<file path="src/rtl/rsa_pkg.sv">
// rsa_pkg
// Shared definitions for the modular exponentiation core and its modular
// multiplier: the controller state encoding, the default operand width and a
// helper that gives the fixed start-to-done latency for a given width.
package rsa_pkg;

    localparam int DEFAULT_WIDTH = 8;

    typedef enum logic [2:0] {
        IDLE,
        CHECK,
        REDUCE,
        SQR,
        MUL,
        DONE
    } state_t;

    // Cycles from the edge that samples start to the edge where done is high:
    // two control cycles plus 2W+1 products of W+1 cycles each.
    function automatic int lat(input int w);
        return 2 + (2 * w + 1) * (w + 1);
    endfunction

endpackage

</file>
<file path="src/rtl/rsa_modmul.sv">
// rsa_modmul
// Interleaved shift-add modular multiplier computing p = a*b mod m.
// One load cycle latches the operands, then WIDTH iteration cycles walk a from
// its MSB down. done is high during the final iteration cycle, and p carries
// the finished product in that same cycle, so the caller captures p on the
// edge that ends the operation.
// Ports:
//   clk, rst : clock and synchronous active-high reset
//   start    : load a, b, m and begin (ignored while running)
//   a, b, m  : operands; b must be <= m so each step stays below 3m
//   done     : high in the last iteration cycle
//   p        : product output, valid while done is high
module rsa_modmul
    import rsa_pkg::*;
#(
    parameter int WIDTH = DEFAULT_WIDTH
) (
    input  logic             clk,
    input  logic             rst,
    input  logic             start,
    input  logic [WIDTH-1:0] a,
    input  logic [WIDTH-1:0] b,
    input  logic [WIDTH-1:0] m,
    output logic             done,
    output logic [WIDTH-1:0] p
);

    // Two guard bits hold 2*acc + b, which can reach 3m-1.
    localparam int IW = WIDTH + 2;
    localparam int CW = $clog2(WIDTH + 1);

    logic [WIDTH-1:0] a_sh;
    logic [IW-1:0]    b_r;
    logic [IW-1:0]    m_r;
    logic [IW-1:0]    acc2;
    logic [IW-1:0]    dbl;
    logic [IW-1:0]    s1;
    logic [IW-1:0]    s2;
    logic [CW-1:0]    cnt;
    logic             running;
    logic             unused_hi;

    // One iteration step: double, add b when the current a bit is set, then
    // fold back into [0, m) with at most two subtractions.
    always_comb begin
        dbl = {acc2[IW-2:0], 1'b0} + (a_sh[WIDTH-1] ? b_r : '0);
        s1  = (dbl >= m_r) ? dbl - m_r : dbl;
        s2  = (s1 >= m_r) ? s1 - m_r : s1;
    end

    assign p         = s2[WIDTH-1:0];
    assign done      = running && (cnt == CW'(1));
    assign unused_hi = ^{s2[IW-1:WIDTH], acc2[IW-1]};

    always_ff @(posedge clk) begin
        if (rst) begin
            a_sh    <= '0;
            b_r     <= '0;
            m_r     <= '0;
            acc2    <= '0;
            cnt     <= '0;
            running <= 1'b0;
        end else if (start && !running) begin
            a_sh    <= a;
            b_r     <= IW'(b);
            m_r     <= IW'(m);
            acc2    <= '0;
            cnt     <= CW'(WIDTH);
            running <= 1'b1;
        end else if (running) begin
            acc2 <= s2;
            a_sh <= a_sh << 1;
            cnt  <= cnt - CW'(1);
            if (cnt == CW'(1)) begin
                running <= 1'b0;
            end
        end
    end

endmodule

</file>
<file path="src/rtl/rsa_modexp_core.sv">
// rsa_modexp_core
// Constant-time modular exponentiation: result = base^exp mod m, using
// left-to-right square-and-multiply where every exponent bit costs one
// square and one multiply regardless of its value. A single rsa_modmul
// instance is shared by the REDUCE, SQR and MUL steps.
// Ports:
//   clk, rst              : clock and synchronous active-high reset
//   start                 : begin; sampled only in IDLE
//   base_i, exp_i, mod_i  : operands, latched when start is accepted
//   busy                  : high while an operation is in progress
//   done                  : one-cycle pulse when result/err are valid
//   err                   : modulus was zero; held until the next start
//   result                : final value; held until overwritten
module rsa_modexp_core
    import rsa_pkg::*;
#(
    parameter int WIDTH = DEFAULT_WIDTH
) (
    input  logic             clk,
    input  logic             rst,
    input  logic             start,
    input  logic [WIDTH-1:0] base_i,
    input  logic [WIDTH-1:0] exp_i,
    input  logic [WIDTH-1:0] mod_i,
    output logic             busy,
    output logic             done,
    output logic             err,
    output logic [WIDTH-1:0] result
);

    localparam int BW = (WIDTH > 2) ? $clog2(WIDTH) : 1;

    state_t           state;
    state_t           state_next;

    logic [WIDTH-1:0] base_r;
    logic [WIDTH-1:0] exp_r;
    logic [WIDTH-1:0] mod_r;
    logic [WIDTH-1:0] acc;
    logic [WIDTH-1:0] b_val;
    logic [BW-1:0]    bit_idx;
    logic             mm_pending;

    logic             mm_start;
    logic [WIDTH-1:0] mm_a;
    logic [WIDTH-1:0] mm_b;
    logic             mm_done;
    logic [WIDTH-1:0] mm_p;
    logic [WIDTH-1:0] mul_acc;

    rsa_modmul #(
        .WIDTH(WIDTH)
    ) u_modmul (
        .clk  (clk),
        .rst  (rst),
        .start(mm_start),
        .a    (mm_a),
        .b    (mm_b),
        .m    (mod_r),
        .done (mm_done),
        .p    (mm_p)
    );

    // State register.
    always_ff @(posedge clk) begin
        if (rst) begin
            state <= IDLE;
        end else begin
            state <= state_next;
        end
    end

    // Next-state logic; each arithmetic state waits for its product.
    always_comb begin
        state_next = state;
        case (state)
            IDLE:    if (start) state_next = CHECK;
            CHECK:   state_next = (mod_r == '0) ? DONE : REDUCE;
            REDUCE:  if (mm_done) state_next = SQR;
            SQR:     if (mm_done) state_next = MUL;
            MUL:     if (mm_done) state_next = (bit_idx == '0) ? DONE : SQR;
            DONE:    state_next = IDLE;
            default: state_next = IDLE;
        endcase
    end

    // Outputs and multiplier operand selection. The multiplier is launched in
    // the first cycle of each arithmetic state, before it has been started.
    always_comb begin
        busy     = (state != IDLE) && (state != DONE);
        done     = (state == DONE);
        mm_start = 1'b0;
        mm_a     = acc;
        mm_b     = acc;
        case (state)
            REDUCE: begin
                mm_start = !mm_pending;
                mm_a     = base_r;
                mm_b     = WIDTH'(1);
            end
            SQR: begin
                mm_start = !mm_pending;
            end
            MUL: begin
                mm_start = !mm_pending;
                mm_b     = b_val;
            end
            default: begin
                mm_start = 1'b0;
            end
        endcase
    end

    // The product is always computed; only the exponent bit decides whether
    // it replaces the accumulator, keeping the schedule data-independent.
    assign mul_acc = exp_r[bit_idx] ? mm_p : acc;

    // Operand latches, accumulator and status registers.
    always_ff @(posedge clk) begin
        if (rst) begin
            base_r     <= '0;
            exp_r      <= '0;
            mod_r      <= '0;
            acc        <= '0;
            b_val      <= '0;
            bit_idx    <= '0;
            mm_pending <= 1'b0;
            err        <= 1'b0;
            result     <= '0;
        end else begin
            if (mm_start) begin
                mm_pending <= 1'b1;
            end else if (mm_done) begin
                mm_pending <= 1'b0;
            end

            case (state)
                IDLE: begin
                    if (start) begin
                        base_r <= base_i;
                        exp_r  <= exp_i;
                        mod_r  <= mod_i;
                        err    <= 1'b0;
                    end
                end
                CHECK: begin
                    bit_idx <= BW'(WIDTH - 1);
                    if (mod_r == '0) begin
                        err    <= 1'b1;
                        result <= '0;
                    end else begin
                        acc <= (mod_r == WIDTH'(1)) ? '0 : WIDTH'(1);
                    end
                end
                REDUCE: begin
                    if (mm_done) b_val <= mm_p;
                end
                SQR: begin
                    if (mm_done) acc <= mm_p;
                end
                MUL: begin
                    if (mm_done) begin
                        acc <= mul_acc;
                        if (bit_idx == '0) begin
                            result <= mul_acc;
                        end else begin
                            bit_idx <= bit_idx - BW'(1);
                        end
                    end
                end
                default: begin
                end
            endcase
        end
    end

endmodule

</file>
<file path="config.mk">
export PLATFORM = sky130hd
export DESIGN_NAME = rsa_modexp_core
export DESIGN_NICKNAME = d
export VERILOG_FILES = /design/src/rtl/rsa_pkg.sv /design/src/rtl/rsa_modmul.sv /design/src/rtl/rsa_modexp_core.sv
export SDC_FILE = /design/constraint.sdc
export NUM_CORES = 1
export LEC_CHECK = 0
export ABC_CLOCK_PERIOD_IN_PS = 10620
export CORE_UTILIZATION = 45
export DETAILED_ROUTE_END_ITERATION = 12
export PLACE_DENSITY = 0.65
export SLEW_MARGIN = 5
export SYNTH_ARGS = -nofsm -noshare
export SYNTH_HDL_FRONTEND = slang
export SYNTH_HIERARCHICAL = 1
export SYNTH_SLANG_ARGS = --single-unit
</file>
<file path="constraint.sdc">
create_clock -name clk -period 10.62 [get_ports clk]
set_clock_uncertainty 0.05 [all_clocks]
set_input_delay 1.593 -clock clk [delete_from_list [all_inputs] [get_ports clk]]
set_output_delay 1.593 -clock clk [all_outputs]
set_load 0.005 [all_outputs]
</file>
* Yosys cells after proc, flatten, opt, wreduce, memory -nomap -nowiden
Index checks and enable logic that the tools add are counted.
W data, S select, Z words.
** Storage, ports and cells
- Bits in registers :: 94
- Input port bits :: 27
- Output and inout bits :: 11
- Logic and storage cells :: 104
** Cells by class
- $add $sub $neg :: 5
- Order comparisons :: 3
- Eq/ne operators :: 16
- Muxes and demuxes :: 40
- Reduce and logical (&&, ||, !) cells :: 23
** Operators by type and width (number)
- $mux W8 :: 11
- $pmux W8 S2 :: 2
- $mux W3 :: 8
- $pmux W8 S3 :: 1
- $ge A10 B8 Y1 :: 2
- $ne A2 B2 Y1 const B :: 8
- $pmux W3 S5 :: 1
- $reduce_and A4 Y1 :: 3
- $add A10 B8 Y10 :: 1
- $mux W1 :: 10
- $mux W10 :: 1
- $sub A10 B8 Y10 :: 1
- $mux W9 :: 1
- $sub A9 B8 Y9 :: 1
- $eq A8 B1 Y1 const B :: 1
- $logic_not A8 Y1 :: 1
- $mux W4 :: 2
- $reduce_bool A2 Y1 :: 4
- $eq A3 B2 Y1 const B :: 2
- $eq A3 B3 Y1 const B :: 2
- $logic_not A3 Y1 :: 2
- $pmux W3 S2 :: 1
- $reduce_and A3 Y1 :: 2
- $reduce_bool A3 Y1 :: 2
- other kinds (13) :: 17

* Longest topological paths before layout
Gate-level depths: netlist of the first run.
- Depth after elaboration :: 10
- Depth in mapped cells :: 31
- Mapped depth without buffers :: 28

* By module
Netlist of the first run, hierarchy kept.
** Modules (own cells, without submodules)
- rsa_modmul :: times used 1, cells each 379, area each 2945.3 µm², seq. area each 760.7 µm²
- rsa_modexp_core :: times used 1, cells each 338, area each 2716.4 µm², seq. area each 1121.1 µm²

* Worst setup path after synthesis of the first run
OpenSTA, ideal clock, no wires.
- Kind :: reg-to-reg
- Start point :: reg u_modmul.a_sh[7]
- End point :: reg acc[0]
- Library setup time :: 0.137 ns
- Arrival :: 6.011 ns
- Data required time :: 10.433 ns
- Setup slack :: 4.422 ns
- Stages on the path, launching flop included :: 29
- Path buffers :: 3
- Clock period less this slack :: 6.198 ns
- Cells stage by stage :: dfxtp_1 -> and2_1 -> ha_1 -> fa_1 -> a21oi_1 -> o211a_1 -> nor2b_1 -> xnor2_1 -> ha_1 -> nand2_1 -> o21ai_0 -> or3_4 -> nand3b_2 -> mux2_2 -> ha_1 -> nor2b_1 -> o21ai_2 -> a21oi_1 -> a2111oi_2 -> or4b_4 -> o22a_1 -> buf_6 -> clkbuf_1 -> o21a_1 -> buf_4 -> nand2_1 -> mux2i_2 -> a221oi_2 -> a211oi_2
** Between the ends
- Word-level cells in the longest chain between the ends :: 9
- Elaborated cells on any way between the ends :: 12
- Those cells by class :: add/sub: 3; order compare: 2; mux: 7
** Ends and longest elaborated chain
- start: declaration :: RTL line rsa_modmul.sv:32 : logic [WIDTH-1:0] a_sh;
- start signal: assignment :: RTL line rsa_modmul.sv:72 : a_sh <= a_sh << 1;
- $mux W8 * :: RTL line rsa_modmul.sv:46 : dbl = {acc2[IW-2:0], 1'b0} + (a_sh[WIDTH-1] ? b_r : '0);
- $add A10 B8 Y10 * :: RTL line rsa_modmul.sv:46
- $sub A10 B8 Y10 / $ge A10 B8 Y1 (equally long branches) :: RTL line rsa_modmul.sv:47 : s1 = (dbl >= m_r) ? dbl - m_r : dbl;
- $mux W10 * :: RTL line rsa_modmul.sv:47
- $sub A9 B8 Y9 / $ge A10 B8 Y1 (equally long branches) :: RTL line rsa_modmul.sv:48 : s2 = (s1 >= m_r) ? s1 - m_r : s1;
- $mux W9 * :: RTL line rsa_modmul.sv:48
- net u_modmul.s2[0] :: RTL line rsa_modmul.sv:38 : logic [IW-1:0] s2;
- $mux W8 :: RTL line rsa_modexp_core.sv:116 : assign mul_acc = exp_r[bit_idx] ? mm_p : acc;
- $mux W8 :: RTL line rsa_modexp_core.sv:162 : if (mm_done) begin
- $pmux W8 S3 * :: RTL line rsa_modexp_core.sv:137 : case (state)
- end signal: assignment :: RTL line rsa_modexp_core.sv:152 : acc <= (mod_r == WIDTH'(1)) ? '0 : WIDTH'(1);
- end signal: assignment :: RTL line rsa_modexp_core.sv:159 : if (mm_done) acc <= mm_p;
- end signal: assignment :: RTL line rsa_modexp_core.sv:163 : acc <= mul_acc;
- end: declaration :: RTL line rsa_modexp_core.sv:39 : logic [WIDTH-1:0] acc;
Mark *: on every way through the listed nets, which the timed path passes. The rest lies on a longest branch. The select of a mux whose other input is x is not followed.
A chain may end at the register's enable or synchronous reset.

* Final worst setup path of the first run
- Start point :: reg u_modmul.a_sh[7]
- End point :: reg acc[3]
** Between the ends
- Word-level cells in the longest chain between the ends :: 9
- Elaborated cells on any way between the ends :: 12
- Those cells by class :: add/sub: 3; order compare: 2; mux: 7
** Ends and longest elaborated chain
- $mux W8 * :: RTL line rsa_modmul.sv:46
- $add A10 B8 Y10 * :: RTL line rsa_modmul.sv:46
- $sub A10 B8 Y10 / $ge A10 B8 Y1 (equally long branches) :: RTL line rsa_modmul.sv:47
- $mux W10 * :: RTL line rsa_modmul.sv:47
- $sub A9 B8 Y9 / $ge A10 B8 Y1 (equally long branches) :: RTL line rsa_modmul.sv:48
- $mux W9 * :: RTL line rsa_modmul.sv:48
- net mm_p[3] :: RTL line rsa_modexp_core.sv:48 : logic [WIDTH-1:0] mm_p;
- $mux W8 :: RTL line rsa_modexp_core.sv:116
- $mux W8 :: RTL line rsa_modexp_core.sv:162
- $pmux W8 S3 * :: RTL line rsa_modexp_core.sv:137
Marks and branches as above.

==> results of run 1 <==
## worst max-delay path, stage by stage, from the launching register on
cell and delay, ns:
dfxtp_1 0.37, and2_1 0.17, ha_1 0.20, fa_1 0.41
a21oi_1 0.25, o211a_1 0.22, nor2b_1 0.16, xnor2_1 0.17
ha_1 0.33, nand2_1 0.07, o21ai_0 0.08, or3_4 0.40
nand3b_2 0.36, mux2_2 0.38, ha_1 0.34, nor2b_1 0.16
o21ai_2 0.13, a21oi_1 0.09, a2111oi_2 0.47, or4b_4 0.55
o22a_1 0.45, a21oi_1 0.36, nand2_1 0.10, mux2i_1 0.18
a21oi_1 0.07, a211oi_2 0.21
## sequential cells by signal, summed over array words and instances (netlist names), 3 cells and up
name           cells
exp_r              8
u_modmul/m_r       8
u_modmul/acc2      9
mod_r              8
b_val              8
u_modmul/b_r       8
base_r             8
result             8
acc                8
u_modmul/a_sh      8
state              3
bit_idx            3
u_modmul/cnt       4
## layer usage
layer,vias up,track usage [%]
met3,19,3.65
met5,-,0
met4,0,8.23
met2,98,36.0
met1,2270,29.5
li1,2485,-
## stage by stage
step	utilization (%)	worst slack (ns)	hold slack, ns	instance area [um^2]
2_1_floorplan	-	4.42	0.382	5660
3_3_place_gp	49.8	4.07	0.392	6060
3_5_place_dp	49.8	3.88	0.394	6060
4_1_cts	52.6	3.84	0.403	6400
5_1_grt	52.6	3.29	0.428	6400
6_report	52.6	3.81	0.404	6400
## cell type report
class                      instances  area share [%]
tap                              168            3.29
inverter                          22            1.29
clock buffer                      11            3.95
multi-input combinational        557            54.4
timing repair buffer              43            6.42
sequential                        94            29.4
clock inverter                     5            1.27
## cells by family after synthesis
group                      after synthesis
and+or+nand+nor                        307
AOI/OAI and AO/OA                      160
DFF                                     94
buffers and inverters                   66
muxes                                   40
adders and majority gates               30
xor gates and xnor gates                20
## cell usage in the layout, fill, tap and decap left out, drive strengths merged, types with 4 or more instances in the layout
| cell | Yosys | final |
|---|---|---|
| ha | 27 | 27 |
| xor2 | 8 | 8 |
| a22o | 8 | 8 |
| and2 | 11 | 11 |
| a211oi | 14 | 14 |
| dfxtp | 94 | 94 |
| clkdlybuf4s50 | 0 | 36 |
| inv | 22 | 22 |
| nor2b | 13 | 13 |
| clkbuf | 23 | 11 |
| xnor2 | 12 | 12 |
| o21ai | 18 | 18 |
| o21a | 4 | 4 |
| a21oi | 79 | 79 |
| nor2 | 70 | 70 |
| nor3 | 11 | 11 |
| buf | 21 | 7 |
| nand2 | 157 | 157 |
| nand4 | 5 | 5 |
| mux2 | 7 | 7 |
| mux2i | 32 | 32 |
| o211ai | 5 | 5 |
| nand3 | 10 | 10 |
| nand2b | 5 | 5 |
## path summary, 6_finish.rpt
kind	from	endpoint	depth (start not counted)
worst max register to register	u_modmul/a_sh[7]$_SDFFE_PP0P_	acc[3]$_SDFFE_PP0P_	25
worst max-delay path	u_modmul/a_sh[7]$_SDFFE_PP0P_	acc[3]$_SDFFE_PP0P_	25
worst min register to register	u_modmul/b_r[1]$_SDFFE_PP0P_	u_modmul/b_r[1]$_SDFFE_PP0P_	2
worst min-delay path	u_modmul/b_r[1]$_SDFFE_PP0P_	u_modmul/b_r[1]$_SDFFE_PP0P_	2
==> summary.txt, run 1 <==
Drt
  – DRC errors left: 0
  – Detail-routed via count per cell: 5.41
  – Number of nets with antenna violations after routing: 0
  – Top sig layer: met4
  – Met3 Wirelength: 459 um
  – Wire length the detailed router placed on met1: 6570 um
  – Count of TritonRoute iterations in the first routing pass: 5
  – Total number of vias: slightly below 5,000
  – 1st-iter DRT viols: ~300
  – Final routed wire length divided by cell count: about 15 um
  – Wire length on met2: 6580 um
  – Final wirelength: ~14,000 um

Clock network
  – Hold-fix buffers, CTS: 0
  – Root Driver: clkbuf_16
  – Number of buffers inserted to repair setup after CTS: 0
  – Clock latency of the later-clocked register in the worst-skew pair: about 0.35 ns
  – Clock tree from TritonCTS: yes
  – Level count of the clock H-tree: 3
  – Reg clk slew, reported paths: approximately 0.06 ns
  – Total clock buffers created by CTS: 9
  – Clock tree sinks: 94
  – Resized Gates After CTS: 0
  – Largest buffer count on any clock path: 2

Yosys
  – Main combinational cell family by area after synthesis: simple AND/OR/NAND/NOR gates
  – Synthesized-area fraction occupied by and/or/nand/nor cells: 24.9%
  – Post-Synth Adder-Cell Area: around 7.0%
  – Proportion of netlist area held by the largest area contributor: 33.2%
  – Ys flop type: dfxtp_1
  – Part of the Yosys area used for sequential elements: approximately a third
  – Yosys top cell by area: dfxtp_1
  – Mean Syn Cell Area: ~8 um^2
  – Synthesized netlist cell count: approximately 720
  – Fraction of synthesized cell area in xor and xnor cells: 3.09%
  – Number of flops mapped to enable cells by yosys: 0
  – Count of distinct cell types in the synthesized netlist: 71
  – Library cell with the highest instance count after synthesis: nand2_1
  – Commonest cells in the netlist: nand2_1 (157), dfxtp_1 (94), a21oi_1 (79)
  – Multiplexer share of the synthesized area: between 7 and 8%
  – Total standard cell area after synthesis: approximately 5700 um^2
  – Yosys warning count: 6
  – Post-Syn Nets: 774
  – Synthesized-area fraction occupied by ao, oa, aoi and oai cells: 18.7%
  – Async SR Flop Fraction: 0%
  – Number of synthesized register bits: 94
  – Area contributors post-synth: dfxtp_1 (33%), nand2_1 (10%), a21oi_1 (7.0%)

Global routing
  – Global Route Usage Sum: between 20 and 25%
  – Maximum number of pins on one net before global-route repair: around 80
  – Gr ovfl total: 0
  – Global-route wire length before repair: 22,700 um
  – Vias in the first global route: 4,569
  – Initial antenna violation count: 0

Cells and area
  – Filler Cell Count: ~1,200
  – Diodes inserted: 0
  – Area of all sequential standard cells: ~1900 um^2
  – Number of nets in the layout: 784
  – Non-filler cells, final: 900
  – Area added between synthesis and finish: 13.0%
  – Multi-input combinational cell area: ~3500 um^2
  – Layout cell share with drive strength beyond 1: under 10%

Critical path
  – Maximum fanout encountered on the critical timing path: 19
  – Arr. time, crit path: 7.03 ns
  – Reg2Reg Setup Slack: 3.81 ns
  – Critical setup path kind: register to register
  – Worst setup SP type: register
  – Required time of the worst setup path: 10.84 ns
  – Critical Path End Type: register

Floorplan
  – Die width: around 110 um
  – Io pins: 38
  – Initial Util: 46.6%
  – Chip Height: 114 um
  – Full die area: roughly 13,000 um^2
  – Core Region: 12,200 um^2
  – Standard-cell row count: 40

STA
  – Count of endpoints failing setup in the final report: 0
  – Final critical-path share of the clock period: about 64%
  – Hold violation count in the final report: 0
  – Post-route setup TNS: 0 ns
  – Number of max-slew violations in the final report: 0
  – Tmin final: between 6 and 7 ns
  – Setup repair after global routing missed its margin: no
  – Pin slew with the least headroom to its limit: ~1.2 ns
  – FMAX: between 100 and 150 MHz
  – Normalized max-slew margin: 22.5%

Min path
  – Worst min path class: register to register

Placed design
  – Placer Congestion: 0.911
  – Detailed-placement wirelength estimate: ~10,000 um
  – Number of port buffers: 37
  – Placed Instances: between 800 and 900

Flow run
  – Total of max-cap violations: 0

Status
  – Run status: complete, no violations
Power of run 1 is left out: the tool's default activity adds up to more than one toggle a clock period on the data nets, which glitch-free logic cannot reach.
==> run 2, diff against run 1 <==
ABC_CLOCK_PERIOD_IN_PS = 5800   (was 10620)
PLACE_DENSITY = 0.67   (was 0.65)
clock period = 5.8 ns   (was 10.62 ns; I/O delays follow)
==> summary.txt, run 2 (synthesis results as in run 1) <==
Status
  – Run status: complete, no violations

Critical path
  – Crit-path max cell delay: approximately 0.5 ns
  – Worst setup SP type: register
  – Maximum fanout encountered on the critical timing path: 8
  – Launch point of the worst reg-to-reg path: u_modmul/b_r[1]$_SDFFE_PP0P_
  – Required time of the worst setup path: 5.99 ns
  – Critical setup path kind: register to register
  – Reg2Reg Setup Slack: 0.03 ns
  – Slowest cell on crit path: or4b_4
  – Arr. time, crit path: 5.96 ns
  – Timing startpoint of the critical path: u_modmul/b_r[1]$_SDFFE_PP0P_
  – Critical Path End Type: register

Drt
  – 1st-iter DRT viols: about 400
  – DRC errors left: 0
  – Final wirelength: between 10,000 and 15,000 um
  – Total number of vias: 5,256
  – Count of TritonRoute iterations in the first routing pass: 5
  – Number of nets with antenna violations after routing: 0
  – Final routed wire length divided by cell count: around 16 um
  – Detail-routed via count per cell: roughly 5.5

STA
  – Tmin final: between 5 and 6 ns
  – Setup repair after global routing missed its margin: yes
  – Pin slew with the least headroom to its limit: approximately 1.2 ns
  – Hold violation count in the final report: 0
  – Normalized max-slew margin: about 22%
  – Count of endpoints failing setup in the final report: 0
  – Final critical-path share of the clock period: approximately 100%
  – FMAX: 173 MHz
  – Number of max-slew violations in the final report: 0
  – Post-route setup TNS: 0 ns

Cells and area
  – Commonest non-fill, non-tap cell in the layout: nand2_1
  – Non-filler cells, final: ~960
  – Layout cell share with drive strength beyond 1: ~20%
  – Most used cells in the layout excluding fill and tap cells: nand2_1 (152), dfxtp_1 (92), a21oi_1 (69)
  – Diodes inserted: 0
  – Filler Cell Count: 1,107
  – Register containing the most flip-flops in the final layout: u_modmul/acc2
  – Area added between synthesis and finish: 25.5%
  – Fin area: between 7000 and 8000 um^2
  – Flip-flop count of the largest register, all copies and words added: 9
  – Number of nets in the layout: 840

Clock network
  – Clock tree from TritonCTS: yes
  – Level count of the clock H-tree: 3
  – Hold-fix buffers, CTS: 0
  – Largest buffer count on any clock path: 2
  – Reg clk slew, reported paths: around 0.070 ns
  – Root Driver: clkbuf_16
  – Total clock buffers created by CTS: 9
  – Clock latency of the later-clocked register in the worst-skew pair: ~0.35 ns
  – Clock tree sinks: 94

Global routing
  – Global-route wire length before repair: roughly 24,000 um
  – Vias in the first global route: approximately 5,000
  – Initial antenna violation count: 0
  – Global Route Usage Sum: 23.3%
  – Gr ovfl total: 0
  – Maximum number of pins on one net before global-route repair: 61

Placed design
  – Number of port buffers: 37
  – Detailed-placement wirelength estimate: 10,700 um
  – Placed Instances: 927
  – Placer Congestion: 0.862
  – Placed cell area: about 6400 um^2

Floorplan
  – Core Region: 12,200 um^2
  – Initial Util: between 40% and 50%
  – Io pins: 38
  – Full die area: roughly 13,000 um^2
  – Standard-cell row count: 40
  – Die width: about 110 um
  – Chip Height: between 100 and 150 um

Min path
  – HP Start: exp_r[3]$_SDFFE_PP0P_
  – Worst min path class: register to register

Flow run
  – Total of max-cap violations: 0
## run 2: cell types whose count changed in the layout (fill, tap and decap cells not counted), sizes merged
| cell | before | now |
|---|---|---|
| buf | 7 | 63 |
| bufinv | 2 | 0 |
| clkbuf | 11 | 12 |
| inv | 22 | 23 |
## run 2: final cells by class
type	count	area, um^2	share of cell area [%]
multi-input combinational	557	3800	53.4
tap	168	210	2.96
sequential	94	1880	26.5
clock buffer	12	256	3.61
inverter	22	82.6	1.16
timing repair buffer	99	843	11.9
clock inverter	4	30.0	0.423
## run 2: final timing paths
check             cells past startpoint                endpoint
hold reg to reg                       2   exp_r[3]$_SDFFE_PP0P_
hold / removal                        2   exp_r[3]$_SDFFE_PP0P_
setup reg to reg                     28  result[6]$_SDFFE_PP0P_
setup / recovery                     28  result[6]$_SDFFE_PP0P_
## run 2: worst max-delay path: cells and delay by family (launching register included)
| kind | cells | cell delay (ns) |
|---|---|---|
| mux | 2 | 0.46 |
| compound gates | 5 | 1.17 |
| flops | 1 | 0.32 |
| simple gates | 12 | 1.77 |
| xor+xnor | 1 | 0.11 |
| fa+ha+maj | 4 | 1.19 |
| buf+inv | 4 | 0.60 |
## run 2: timing repair
item | 4_1_cts | 5_1_grt
gates cloned | 0 | 1
pin swaps | 6 | 24
resized for setup | 10 | 50
hold endpoints to repair | 0 | 0
buffers inserted | 4 | 8
endpoints found under the setup margin | 9 | 28
## run 2: metrics by stage
| step | utilization [%] | hold slack [ns] | setup WS [ns] |
|---|---|---|---|
| 3_5_place_dp | 52.9 | 0.399 | -0.0444 |
| 2_1_floorplan | - | 0.382 | 0.0185 |
| 3_3_place_gp | 52.9 | 0.392 | 0.0480 |
| 6_report | 58.4 | 0.406 | 0.0269 |
| 5_1_grt | 58.4 | 0.419 | -0.173 |
| 4_1_cts | 56.1 | 0.408 | -0.0107 |
## run 2: routing by layer
layer / vias up / GRT usage, % / routed length [um]
li1: 2610 / - / -
met1: 2480 / 29.7 / 6730
met2: 129 / 39.2 / 7170
met3: 37 / 3.81 / 592
met4: 0 / 9.78 / 473
met5: - / 0 / 0
Power of run 2 is left out for the same reason.
==> run 3, diff against run 2 <==
GPL_TIMING_DRIVEN = 1   (was default)
==> results of run 3 <==
The final DEF is identical to that of run 2; final timing and power are the same.
Power of run 3 is left out for the same reason.
